`config.mk`:
```
export PLATFORM = sky130hd
export DESIGN_NAME = btn_debounce
export DESIGN_NICKNAME = d
export VERILOG_FILES = /design/src/rtl/btn_debounce.sv
export SDC_FILE = /design/constraint.sdc
export NUM_CORES = 1
export LEC_CHECK = 0
export ABC_AREA = 1
export BUFFER_PORTS_ARGS = -buffer_cell sky130_fd_sc_hd__buf_2
export CAP_MARGIN = 15
export CORE_AREA = 2 2 42 44
export DETAILED_ROUTE_END_ITERATION = 10
export DIE_AREA = 0 0 44 46
export PLACE_DENSITY_LB_ADDON = 0.12
export SETUP_SLACK_MARGIN = 0.3
export SYNTH_ARGS = -nofsm -noshare
export SYNTH_HDL_FRONTEND = slang
export SYNTH_SLANG_ARGS = --single-unit
```
`constraint.sdc`:
```
create_clock -name clk -period 1.6 [get_ports clk]
set_input_delay 0.32 -clock clk [delete_from_list [all_inputs] [get_ports clk]]
set_output_delay 0.32 -clock clk [all_outputs]
set_load 0.01 [all_outputs]
```
`src/rtl/btn_debounce.sv`:
```
// btn_debounce: conditions a raw asynchronous push-button/switch input into a
// clean, clock-synchronous level plus single-cycle rise/fall strobes.
// Structure: SYNC_STAGES-deep synchronizer chain feeding a counter-qualified
// four-state FSM (two stable states, two qualification states).
module btn_debounce #(
    parameter int STABLE_CYCLES = 1000,
    parameter int SYNC_STAGES   = 2,
    parameter bit RESET_LEVEL   = 1'b0
) (
    input  logic clk,
    input  logic rst_n,
    input  logic btn_in,
    output logic btn_level,
    output logic btn_rise,
    output logic btn_fall,
    output logic busy
);

    // Counter only ever needs to reach STABLE_CYCLES-1, so this width never wraps.
    localparam int CNT_W = $clog2(STABLE_CYCLES + 1);

    localparam logic [CNT_W-1:0] CNT_ZERO = CNT_W'(0);
    localparam logic [CNT_W-1:0] CNT_ONE  = CNT_W'(1);
    localparam logic [CNT_W-1:0] CNT_LAST = CNT_W'(STABLE_CYCLES - 1);

    typedef enum logic [1:0] {
        STABLE_LO = 2'b00,
        CHK_HI    = 2'b01,
        STABLE_HI = 2'b10,
        CHK_LO    = 2'b11
    } state_t;

    localparam state_t RESET_STATE = RESET_LEVEL ? STABLE_HI : STABLE_LO;

    // Reject configurations that cannot debounce or cannot synchronize safely.
    if (STABLE_CYCLES < 2) begin : g_bad_stable
        $error("btn_debounce: STABLE_CYCLES must be >= 2");
    end
    if (SYNC_STAGES < 2) begin : g_bad_sync
        $error("btn_debounce: SYNC_STAGES must be >= 2");
    end

    logic [SYNC_STAGES-1:0] sync_r;
    logic                   sync_s;

    state_t                 state_r;
    state_t                 state_nxt_s;
    logic [CNT_W-1:0]       cnt_r;
    logic [CNT_W-1:0]       cnt_nxt_s;
    logic                   level_r;
    logic                   level_nxt_s;
    logic                   rise_r;
    logic                   rise_nxt_s;
    logic                   fall_r;
    logic                   fall_nxt_s;
    logic                   busy_r;
    logic                   busy_nxt_s;

    // Synchronizer chain: pure flop-to-flop shift, no logic between stages.
    always_ff @(posedge clk or negedge rst_n) begin
        if (!rst_n) begin
            sync_r <= {SYNC_STAGES{RESET_LEVEL}};
        end else begin
            sync_r <= {sync_r[SYNC_STAGES-2:0], btn_in};
        end
    end

    assign sync_s = sync_r[SYNC_STAGES-1];

    // Next-state, counter and output decode for the qualification FSM.
    always_comb begin
        state_nxt_s = state_r;
        cnt_nxt_s   = CNT_ZERO;
        level_nxt_s = level_r;
        rise_nxt_s  = 1'b0;
        fall_nxt_s  = 1'b0;

        case (state_r)
            STABLE_LO: begin
                if (sync_s) begin
                    state_nxt_s = CHK_HI;
                    cnt_nxt_s   = CNT_ONE;
                end else begin
                    state_nxt_s = STABLE_LO;
                    cnt_nxt_s   = CNT_ZERO;
                end
            end

            CHK_HI: begin
                if (!sync_s) begin
                    // Glitch: drop the partial count, no strobe.
                    state_nxt_s = STABLE_LO;
                    cnt_nxt_s   = CNT_ZERO;
                end else if (cnt_r == CNT_LAST) begin
                    state_nxt_s = STABLE_HI;
                    cnt_nxt_s   = CNT_ZERO;
                    level_nxt_s = 1'b1;
                    rise_nxt_s  = 1'b1;
                end else begin
                    state_nxt_s = CHK_HI;
                    cnt_nxt_s   = cnt_r + CNT_ONE;
                end
            end

            STABLE_HI: begin
                if (!sync_s) begin
                    state_nxt_s = CHK_LO;
                    cnt_nxt_s   = CNT_ONE;
                end else begin
                    state_nxt_s = STABLE_HI;
                    cnt_nxt_s   = CNT_ZERO;
                end
            end

            CHK_LO: begin
                if (sync_s) begin
                    // Glitch: drop the partial count, no strobe.
                    state_nxt_s = STABLE_HI;
                    cnt_nxt_s   = CNT_ZERO;
                end else if (cnt_r == CNT_LAST) begin
                    state_nxt_s = STABLE_LO;
                    cnt_nxt_s   = CNT_ZERO;
                    level_nxt_s = 1'b0;
                    fall_nxt_s  = 1'b1;
                end else begin
                    state_nxt_s = CHK_LO;
                    cnt_nxt_s   = cnt_r + CNT_ONE;
                end
            end

            default: begin
                // Unreachable encoding: recover to the reset-equivalent state.
                state_nxt_s = RESET_STATE;
                cnt_nxt_s   = CNT_ZERO;
                level_nxt_s = RESET_LEVEL;
            end
        endcase

        // busy mirrors the registered state, so decode it from the next state.
        busy_nxt_s = (state_nxt_s == CHK_HI) || (state_nxt_s == CHK_LO);
    end

    // FSM state, qualification counter and registered outputs.
    always_ff @(posedge clk or negedge rst_n) begin
        if (!rst_n) begin
            state_r <= RESET_STATE;
            cnt_r   <= CNT_ZERO;
            level_r <= RESET_LEVEL;
            rise_r  <= 1'b0;
            fall_r  <= 1'b0;
            busy_r  <= 1'b0;
        end else begin
            state_r <= state_nxt_s;
            cnt_r   <= cnt_nxt_s;
            level_r <= level_nxt_s;
            rise_r  <= rise_nxt_s;
            fall_r  <= fall_nxt_s;
            busy_r  <= busy_nxt_s;
        end
    end

    assign btn_level = level_r;
    assign btn_rise  = rise_r;
    assign btn_fall  = fall_r;
    assign busy      = busy_r;

endmodule

```
Yosys cells after proc, flatten, opt, wreduce, memory -nomap -nowiden
Cells that the tools add are included.
- bits in registers: 18
- input port bits: 3
- output and inout port bits: 4
- add/subtract/negate cells: 1
- equality and inequality tests: 10
- multiplexer cells: 23
- reduce and logical (&&, ||, !) cells: 4
- operators with widths (operator ; number):
    10-bit case mux with 4 select lines ; 1
    10-bit 2-to-1 mux ; 3
    1-bit 2-to-1 mux ; 13
    10-bit by 1-bit adder with 10-bit output, second input constant ; 1
    10-bit == test, second input constant ; 1
    2-bit 2-to-1 mux ; 4
    2-bit inequality test, second input constant ; 4
    2-bit case mux with 4 select lines ; 1
    2-bit == test, second input constant ; 3
    5-bit AND reduction ; 1
    2-bit by 1-bit == test with 1-bit output, second input constant ; 2
    2-bit logical NOT ; 1
    1-bit case mux with 2 select lines ; 1
    2-bit nonzero test ; 1
    1-bit logical OR ; 1

Longest topological paths before layout
- depth after elaboration: 6
- mapped depth: 8
- gate-level depth less buffers: 8

Least setup slack after synthesis
OpenSTA, ideal clock, no wires.
- path type: flip-flop to flip-flop
- from: register cnt_r[0]
- to: register cnt_r[4]
- library setup time: 0.122 ns
- arrival: 1.218 ns
- required time: 1.478 ns
- path slack: 0.259 ns
- stages on the path, launching flop included: 9
- cell sequence: dfrtp_1 ha_1 nand2_1 nor2_1 nand2_1 nor2_4 nor2_4 inv_2 nor2_2
- word-level cells in the longest chain between the ends: 4
- elaborated cells on any way between the ends: 6
- classes of those cells: 1 x add/sub; 1 x eq/ne; 4 x mux
- RTL lines (what ; line ; source):
    start: declaration ; 48 ; logic [CNT_W-1:0] cnt_r;
    start signal: assignment ; 154 ; cnt_r <= cnt_nxt_s;
    10-bit by 1-bit adder with 10-bit output / 10-bit == test (equally long branches) ; n/a ;
    10-bit 2-to-1 mux * ; 94, 120 ;
    10-bit 2-to-1 mux, on equally long branches ; 116, 90 ;
    10-bit case mux with 4 select lines * ; 78 ; case (state_r)
    net cnt_nxt_s[4] ; 49 ; logic [CNT_W-1:0] cnt_nxt_s;
The timed path passes the listed nets; every way through them passes the cells marked *.
A chain may end at the register's enable or synchronous reset.

Worst setup path after layout
- from: register cnt_r[0]
- to: register cnt_r[2]
The elaborated chain is that of the path after synthesis.

==> results.sh <==
export IMPL_grt_usage_pct=16.2
export IMPL_cts_htree_levels=1
export IMPL_cp_cell_sequence="ha_2 -> nand2_2 -> nor2_1 -> nand2_1 -> nor2_4 -> nor2_4 -> inv_4 -> nor2_2"
export IMPL_worstSetupEndpointType="register"
export IMPL_ys_types=16
export IMPL_path_delay_family="simple AND/OR/NAND/NOR gates"
export IMPL_skew_ns=0.00338
export IMPL_cpMostUsedCell="nor2_4"
export IMPL_grt_antenna_before_repair=0
export IMPL_clkLatencyLatePin_ns=0.29
export IMPL_design_power_total_uw=713
export IMPL_ir_worst_vdd_v=0.000548
export IMPL_cts_made_buffers=3
export IMPL_antennaDiodeCount=0
export IMPL_drc=0
export IMPL_synth_top_area_cell="dfrtp_1"
export IMPL_cp_max_fo=5
export IMPL_gp_congestion=0.745
export IMPL_area_growth_pct=15.0
export IMPL_grt_pass1_wl_um=2310
export IMPL_max_clock_freq_mhz=778
export IMPL_synth_area_um2=811
export IMPL_synthFlopType="dfrtp_1"
export IMPL_firstDrtPassIters=4
export IMPL_ys_top_cells_by_count="nand2_1 (25), dfrtp_1 (17), inv_1 (13), nor2_1 (11), nand3_1 (6)"
export IMPL_wirelength_um=1380
export IMPL_cts_sinks=17
export IMPL_worst_pin_slew_ns=0.371
export IMPL_yosysTopAreaCellShare_pct=52.5
export IMPL_nets=116
export IMPL_portBuffers=6
export IMPL_synth_seq_cells=17
export IMPL_core_um2=1610
export IMPL_hold_viol_final=0
export IMPL_die_area_um2=2020
export IMPL_die_height_um=46
export IMPL_grt_start_max_net_pins=18
export IMPL_netlist_top_cells_area="dfrtp_1 (52%), nand2_1 (12%), inv_1 (6.0%), nor2_1 (5.1%), nor2_2 (3.9%)"
export IMPL_ant_nets=0
export IMPL_first_iter_violations=15
export IMPL_cp_start_kind="register"
export IMPL_cts_resized=0
export IMPL_gr_total_overflow=0
export IMPL_synth_edf_count=0
export IMPL_syn_area_per_cell_um2=8.36
export IMPL_final_period_utilization_pct=80.3
export IMPL_hold_class="in2reg"
export IMPL_num_rows=15
export IMPL_cp_arrival_ns=1.51
export IMPL_ys_warnings_count=0
export IMPL_ctsLongestPathBuffers=2
export IMPL_clk_pin_slew_ns=0.09
export IMPL_vias=639
export IMPL_cap_violations=0
export IMPL_drive_above_1_share_pct=21.6
export IMPL_cts_root_buffer="clkbuf_4"
export IMPL_wire_per_inst_um=10.8
export IMPL_start_util_pct=50.2
export IMPL_seq_area_frac_synth_pct=52.5
export IMPL_die_x_um=44
export IMPL_synthCells=97
export IMPL_io_pins=7
export IMPL_p_leak_nw=0.459
export IMPL_pwr_density_cell_nw_per_um2=765
export IMPL_slew_headroom_pct=75.3
export IMPL_cpMaxStageDelayCell="dfrtp_1"
export IMPL_synth_most_common_cell="nand2_1"
export IMPL_slew_viol_final=0
export IMPL_cts_tree="built"
export IMPL_async_flop_share_pct=100
export IMPL_finalSetupTns_ns=0
export IMPL_outcome="finished clean"
export IMPL_cp_required_ns=1.82
export IMPL_cp_num_buf_inv=1
export IMPL_cpPeakStageDelay_ns=0.39
export IMPL_place_hpwl_um=1000
export IMPL_grt_setup_unrepaired="yes"
export IMPL_min_period_ns=1.29
export IMPL_crit_type="reg2reg"
export IMPL_viasPerCell=4.99
export IMPL_synth_fp_nets=101
export IMPL_grt_pass1_vias=586
export IMPL_setup_viol=0
==> final timing paths <==
check | to | from | depth (start not counted) | slack (ns)
max in group asynchronous | sync_r[1] | rst_n | 2 | 0.86
worst min register to register | sync_r[1] | sync_r[0] | 0 | 0.36
worst max register to register | cnt_r[2] | cnt_r[0] | 8 | 0.31
worst min-delay path | sync_r[0] | btn_in | 1 | 0.14
worst max-delay path | cnt_r[2] | cnt_r[0] | 8 | 0.31
min in group asynchronous | cnt_r[8] | rst_n | 2 | 0.47
==> cell families after synthesis <==
| group | after synthesis | share of synthesized area (%) |
|---|---|---|
| adders and majority gates | 1 | 1.54 |
| and+or+nand+nor | 56 | 31.8 |
| xor gates and xnor gates | 4 | 4.32 |
| DFF | 17 | 52.5 |
| buffers and inverters | 14 | 6.48 |
| AOI/OAI and AO/OA | 5 | 3.39 |
==> repair_timing <==
action | 4_1_cts | 5_1_grt
pin swaps | 4 | 2
hold buffers | 1 | 0
cloned | 0 | 0
endpoints found under the setup margin | 10 | 14
buffers inserted | 1 | 1
endpoints found under the hold margin | 17 | 0
==> per-layer routing <==
| layer | vias to the layer above | GRT usage, % | share of wire [%] |
|---|---|---|---|
| met4 | 0 | 10.9 | 0.87 |
| met2 | 9 | 26.2 | 47 |
| li1 | 333 | - | - |
| met5 | - | 0 | 0 |
| met1 | 295 | 20.1 | 49 |
| met3 | 2 | 2.38 | 2.9 |
==> area by class of cell <==
class / instances / area, um^2
well taps: 17 / 21.3
repair buffers: 10 / 62.6
multi-input cells: 66 / 340
fillers: 138 / 682
inverters: 14 / 55.1
clock inverters: 1 / 5.00
clock buffers: 3 / 22.5
flip-flops and latches: 17 / 425
==> worst reg2reg max path, cell delays in order, from the launching register on <==
cell and delay [ns]:
dfrtp_1 0.39, ha_2 0.19, nand2_2 0.09, nor2_1 0.05, nand2_1 0.09, nor2_4 0.06
nor2_4 0.19, inv_4 0.08, nor2_2 0.08
==> report_power, final <==
part	switching, mW	internal, mW
sequential	0.00575	0.436
clock	0.132	0.0928
combinational	0.0302	0.0167
total	0.167	0.546
==> registers in the layout, summed over array words and instances (netlist names) <==
| name | count |
|---|---|
| btn_fall | 1 |
| btn_level | 1 |
| btn_rise | 1 |
| busy | 1 |
| cnt_r | 10 |
| state_r | 1 |
| sync_r | 2 |
==> metrics by stage <==
step	hold WS [ns]	setup slack [ns]	instances	instance area (um^2)	util, %
2_1_floorplan	0.0244	0.274	97	821	-
3_3_place_gp	0.260	0.295	121	880	54.5
3_5_place_dp	0.258	0.278	121	880	54.5
4_1_cts	0.120	0.303	127	925	57.3
5_1_grt	0.115	0.196	128	932	57.8
6_report	0.136	0.315	128	932	57.8
==> layout by cell type (no fill, tap or decap), types with 2 or more instances in the layout <==
cell and n:
nor2_1 11, buf_2 6, nand2_2 2, clkbuf_4 3, a31oi_1 2, xor2_1 3, nand2_1 23, buf_4 3
dfrtp_1 17, nand3_1 6, o21ai_0 2, nand4_1 3, nor2_4 2, inv_1 13, nor2_2 5, nor3_1 4
Power figures use the tool's default switching activity.
